File: config.mk
export PLATFORM = sky130hd
export DESIGN_NAME = uart_tx
export DESIGN_NICKNAME = d
export VERILOG_FILES = /design/src/rtl/uart_pkg.sv /design/src/rtl/uart_tx.sv
export SDC_FILE = /design/constraint.sdc
export NUM_CORES = 1
export LEC_CHECK = 0
export CAP_MARGIN = 0
export CELL_PAD_IN_SITES_DETAIL_PLACEMENT = 0
export CELL_PAD_IN_SITES_GLOBAL_PLACEMENT = 1
export CORE_AREA = 2 2 57 59
export CTS_BUF_LIST = sky130_fd_sc_hd__clkbuf_2 sky130_fd_sc_hd__clkbuf_4 sky130_fd_sc_hd__clkbuf_8
export DETAILED_ROUTE_END_ITERATION = 12
export DIE_AREA = 0 0 59 61
export GPL_TIMING_DRIVEN = 0
export PLACE_DENSITY = 0.77
export SLEW_MARGIN = 20
export SYNTH_ARGS = -nofsm -noshare
export SYNTH_HDL_FRONTEND = slang
export SYNTH_SLANG_ARGS = --single-unit
export TNS_END_PERCENT = 5
File: constraint.sdc
create_clock -name clock -period 2.3 [get_ports clock]
set_input_delay 0.46 -clock clock [delete_from_list [all_inputs] [get_ports clock]]
set_output_delay 0.46 -clock clock [all_outputs]
set_load 0.02 [all_outputs]
File: src/rtl/uart_pkg.sv
// Shared UART definitions: one-hot FSM state encodings and the oversampling ratio,
// common to the transmitter and the matching receiver.
package uart_pkg;

  localparam logic [4:0] ST_IDLE   = 5'b00001;
  localparam logic [4:0] ST_START  = 5'b00010;
  localparam logic [4:0] ST_DATA   = 5'b00100;
  localparam logic [4:0] ST_PARITY = 5'b01000;
  localparam logic [4:0] ST_STOP   = 5'b10000;

  localparam int OVERSAMPLE = 16;

endpackage

File: src/rtl/uart_tx.sv
// UART transmitter: start bit, N_BITS_DATA data bits LSB first, optional even parity
// (enabled by defining UART_TX_PARITY_EN), stop period of SB_TICK baud ticks.
module uart_tx
  import uart_pkg::*;
#(
  parameter int N_BITS_DATA  = 8,
  parameter int SB_TICK      = 16,
  parameter int N_BITS_TICK  = 5,
  parameter int N_BITS_STATE = 5
) (
  input  logic                   clock,
  input  logic                   reset,
  input  logic                   s_tick_i,
  input  logic                   tx_start_i,
  input  logic [N_BITS_DATA-1:0] data_i,
  output logic                   tx_o,
  output logic                   tx_done_tick_o,
  output logic                   busy_o
);

  localparam int N_BITS_CNT = (N_BITS_DATA > 1) ? $clog2(N_BITS_DATA) : 1;

  localparam logic [N_BITS_TICK-1:0] S_LAST    = N_BITS_TICK'(OVERSAMPLE - 1);
  localparam logic [N_BITS_TICK-1:0] S_STOP    = N_BITS_TICK'(SB_TICK - 1);
  localparam logic [N_BITS_CNT-1:0]  N_LAST    = N_BITS_CNT'(N_BITS_DATA - 1);
  localparam logic [N_BITS_TICK-1:0] S_ONE     = N_BITS_TICK'(1);
  localparam logic [N_BITS_CNT-1:0]  N_ONE     = N_BITS_CNT'(1);

  logic [N_BITS_STATE-1:0] state_q, state_d;
  logic [N_BITS_TICK-1:0]  s_q, s_d;
  logic [N_BITS_CNT-1:0]   n_q, n_d;
  logic [N_BITS_DATA-1:0]  b_q, b_d;
  logic                    tx_q, tx_d;
  logic                    done_q, done_d;
  logic                    busy_q, busy_d;

`ifdef UART_TX_PARITY_EN
  logic parity_q, parity_d;

  function automatic logic even_parity(input logic [N_BITS_DATA-1:0] d);
    return ^d;
  endfunction
`endif

  // Next-state, counter and shift-register logic; counters move only on baud ticks.
  always_comb begin
    state_d = state_q;
    s_d     = s_q;
    n_d     = n_q;
    b_d     = b_q;
    done_d  = 1'b0;
`ifdef UART_TX_PARITY_EN
    parity_d = parity_q;
`endif
    case (state_q)
      ST_IDLE: begin
        if (tx_start_i) begin
          b_d     = data_i;
          s_d     = '0;
          state_d = ST_START;
`ifdef UART_TX_PARITY_EN
          parity_d = even_parity(data_i);
`endif
        end else begin
          state_d = ST_IDLE;
        end
      end
      ST_START: begin
        if (s_tick_i) begin
          if (s_q == S_LAST) begin
            s_d     = '0;
            n_d     = '0;
            state_d = ST_DATA;
          end else begin
            s_d = s_q + S_ONE;
          end
        end else begin
          s_d = s_q;
        end
      end
      ST_DATA: begin
        if (s_tick_i) begin
          if (s_q == S_LAST) begin
            s_d = '0;
            b_d = b_q >> 1;
            if (n_q == N_LAST) begin
`ifdef UART_TX_PARITY_EN
              state_d = ST_PARITY;
`else
              state_d = ST_STOP;
`endif
            end else begin
              n_d = n_q + N_ONE;
            end
          end else begin
            s_d = s_q + S_ONE;
          end
        end else begin
          s_d = s_q;
        end
      end
`ifdef UART_TX_PARITY_EN
      ST_PARITY: begin
        if (s_tick_i) begin
          if (s_q == S_LAST) begin
            s_d     = '0;
            state_d = ST_STOP;
          end else begin
            s_d = s_q + S_ONE;
          end
        end else begin
          s_d = s_q;
        end
      end
`endif
      ST_STOP: begin
        if (s_tick_i) begin
          if (s_q == S_STOP) begin
            s_d     = '0;
            done_d  = 1'b1;
            state_d = ST_IDLE;
          end else begin
            s_d = s_q + S_ONE;
          end
        end else begin
          s_d = s_q;
        end
      end
      default: begin
        state_d = ST_IDLE;
        s_d     = '0;
        n_d     = '0;
      end
    endcase
  end

  // The line register takes the level of the state being entered so line and state edges coincide.
  always_comb begin
    tx_d = 1'b1;
    case (state_d)
      ST_IDLE:   tx_d = 1'b1;
      ST_START:  tx_d = 1'b0;
      ST_DATA:   tx_d = b_d[0];
`ifdef UART_TX_PARITY_EN
      ST_PARITY: tx_d = parity_q;
`endif
      ST_STOP:   tx_d = 1'b1;
      default:   tx_d = 1'b1;
    endcase
    busy_d = (state_d != ST_IDLE);
  end

  // State and output registers with synchronous reset.
  always_ff @(posedge clock) begin
    if (reset) begin
      state_q <= ST_IDLE;
      s_q     <= '0;
      n_q     <= '0;
      b_q     <= '0;
      tx_q    <= 1'b1;
      done_q  <= 1'b0;
      busy_q  <= 1'b0;
    end else begin
      state_q <= state_d;
      s_q     <= s_d;
      n_q     <= n_d;
      b_q     <= b_d;
      tx_q    <= tx_d;
      done_q  <= done_d;
      busy_q  <= busy_d;
    end
  end

`ifdef UART_TX_PARITY_EN
  // Parity of the accepted byte, held for the whole frame.
  always_ff @(posedge clock) begin
    if (reset) begin
      parity_q <= 1'b0;
    end else begin
      parity_q <= parity_d;
    end
  end
`endif

  assign tx_o           = tx_q;
  assign tx_done_tick_o = done_q;
  assign busy_o         = busy_q;

endmodule
==> results.toml <==
[outcome]
outcome = "finished clean"

[clocking]
clock_latency_ns = 0.32
cts_tree = "yes"
clk_pin_slew_ns = 0.13
cts_setup_buffers = 0
cts_sinks = 24
ctsHoldBuffers = 0
cts_buffer_depth = 2
numCtsBuffers = 3
cts_max_level = 1
cts-resized-gates = 0
root_buffer = "clkbuf_4"

[pwr]
p_per_area_nw_per_um2 = 525
vdd_drop_max_mv = 0.289
totalPowerFinal_mw = 0.746
leakagePower_nw = 0.537

[logic_synthesis]
ys_ff_latch = 24
async_flop_share_pct = 0
synthDistinctLibCells = 46
synth_edf_count = 0
syn_area_per_cell_um2 = 8.91
syn_nets = 151
synth_top_family_by_area = "compound AO/OA/AOI/OAI gates"
yosysWarningCount = 0
synthCells = 136
synth-simple-area-share_pct = 21.3
synth_ff_type = "dfxtp_1"
ys_seq_area_share_pct = 39.6
yosys.area_share.adder_pct = 3.10
synth_compound_area_share_pct = 28.1
synth_xor_area_share_pct = 1.44
syn_area_um2 = 1210
yosys-mux-area-fraction_pct = 1.65

[drt]
wl_per_cell_um = 14.8
drcViolationCount = 0
drt_iter0_markers = 47
drt_wl_total_mm = 2.76
via_per_inst = 5.87
drtAntennaViolNets = 0
num_vias = 1091
first_pass_iters = 4

[min_path]
min_path_type = "reg -> reg"
hold_path_depth = 1
worstHoldStart = "b_q[1]"
worstHoldEndpoint = "b_q[1]"

[placed_design]
gp_congestion = 0.858
dp_hpwl_mm = 2.01
dp.cells = 182
pre_cts_ws_ns = -0.0584
portBuffers = 13

[floorplanning]
die_area_um2 = 3600
initial_core_util_pct = 41.1
boundaryPins = 15
die_y_um = 61
core_area_um2 = 2950
rows = 20
die_w_um = 59

[timing]
slew_violations = 0
finalCriticalPeriod_ns = 2.04
skew_ns = 0.0151
min_period_over_period_pct = 88.6
rsz0062_at_grt = "no"
hold_violations = 0
relSlewSlack_pct = 62.1
worst_slew_pin_slew_ns = 0.568
achievable-frequency_mhz = 490
timing.final.ws_setup_ns = 0.261
setup_violations = 0

[critical_path]
r2r_setup_slack_ns = 0.34
crit_start = "tx_start_i"
crit_path_max_fanout = 4
reg2reg_from = "s_q[0]"
start_kind = "input pin"
reg2reg_depth = 6
crit_required_ns = 2.51
r2r-end = "tx_o"
critPathCaptureType = "register"
arrival_ns = 2.25
worstSetupPathType = "in -> reg"

[final_layout]
final_nets = 169
diodes = 0
syn2layout_area_growth_pct = 17.1
nFillCells = 314
final_cell_mix = "24 x dfxtp_1, 14 x nor2_1, 13 x clkdlybuf4s50_1"
drive_above_1_share_pct = 9.80
final_common_cell = "dfxtp_1"
final-instance-count-excl-fill = 186

[global_route]
grt_max_degree = 14
antenna_found_initial = 0
grt_pass1_wl_mm = 4.46
grt_use_total_pct = 16.6
grt_pass1_vias = 1007
overflow = 0

[run]
max-cap-violations = 0
==> Yosys cell counts, types with 2 or more instances <==
cell       instances  area [um2]
dfxtp_1           24         480
nor2_1            14        52.6
a21oi_1            8        40.0
nand2_1            7        26.3
nand3_1            7        35.0
nor3_1             7        35.0
a22oi_1            6        45.0
o2bb2ai_1          6        52.6
inv_1              5        18.8
a32o_1             3        30.0
ha_1               3        37.5
nor2_2             3        18.8
a211o_1            2        17.5
and3_1             2        12.5
buf_2              2        10.0
clkbuf_1           2        7.51
mux2i_1            2        20.0
o211a_1            2        20.0
o21ai_0            2        10.0
o21ai_1            2        10.0
xor2_1             2        17.5
==> registers in the layout (all words and copies together), names as in the netlist <==
| register | cells |
|---|---|
| s_q | 5 |
| busy_o | 1 |
| tx_done_tick_o | 1 |
| n_q | 3 |
| state_q | 5 |
| tx_o | 1 |
| b_q | 8 |
==> layer usage <==
layer	vias up	track usage, %	part of all wire [%]
met2	32	28.3	46
met5	-	0	0
li1	543	-	-
met1	512	21.5	48
met3	4	1.92	4.7
met4	0	6.82	0.91
==> area by class of cell <==
| type | count | area (um2) | area share, % |
|---|---|---|---|
| Multi-Input combinational cell | 100 | 677 | 47.7 |
| Inverter | 6 | 22.5 | 1.59 |
| Buffer | 6 | 32.5 | 2.29 |
| Sequential cell | 24 | 480 | 33.8 |
| Timing Repair Buffer | 13 | 130 | 9.16 |
| Clock buffer | 4 | 36.3 | 2.56 |
| Tap cell | 33 | 41.3 | 2.91 |
==> per-stage QoR <==
| stage | utilization [%] | instance area, um2 | hold slack, ns | setup TNS [ns] |
|---|---|---|---|---|
| floorplan | - | 1210 | 0.424 | 0 |
| global placement | 46.9 | 1380 | 0.443 | -0.0559 |
| detailed placement | 46.9 | 1380 | 0.453 | -0.0584 |
| CTS | 48.1 | 1420 | 0.487 | 0 |
| global route | 48.1 | 1420 | 0.497 | 0 |
| finish | 48.1 | 1420 | 0.485 | 0 |
==> how the worst max path moves through the flow <==
stage / end / slack, ns / cells after the start
final: tx_o / 0.26 / 6
after global routing: tx_o / 0.21 / 6
after CTS: tx_o / 0.29 / 6
after detailed placement: tx_o / -0.06 / 6
after global placement: tx_o / -0.06 / 6
after floorplan: tx_o / 0.62 / 6
==> where the power goes <==
part / total (mW) / internal (mW) / switching (mW)
clock: 0.230 / 0.0968 / 0.134
sequential: 0.433 / 0.426 / 0.00654
combinational: 0.0822 / 0.0382 / 0.0440
==> cells by family (layout without fill, tap and decap cells) <==
group                    count (synthesis)  after routing
AND/OR/NAND/NOR                         50             50
other                                    1              1
adder cells (fa/ha/maj)                  3              3
multiplexers                             2              2
AO/OA/AOI/OAI                           42             42
buffers and inverters                   12             29
XOR/XNOR                                 2              2
flip-flops                              24             24
==> critical path, stage by stage <==
cell,delay (ns)
clkdlybuf4s50_1,0.57
nor2b_1,0.30
o21ai_1,0.10
a211oi_1,0.37
nand3_1,0.13
a211o_1,0.32
Power figures use the tool's default switching activity.
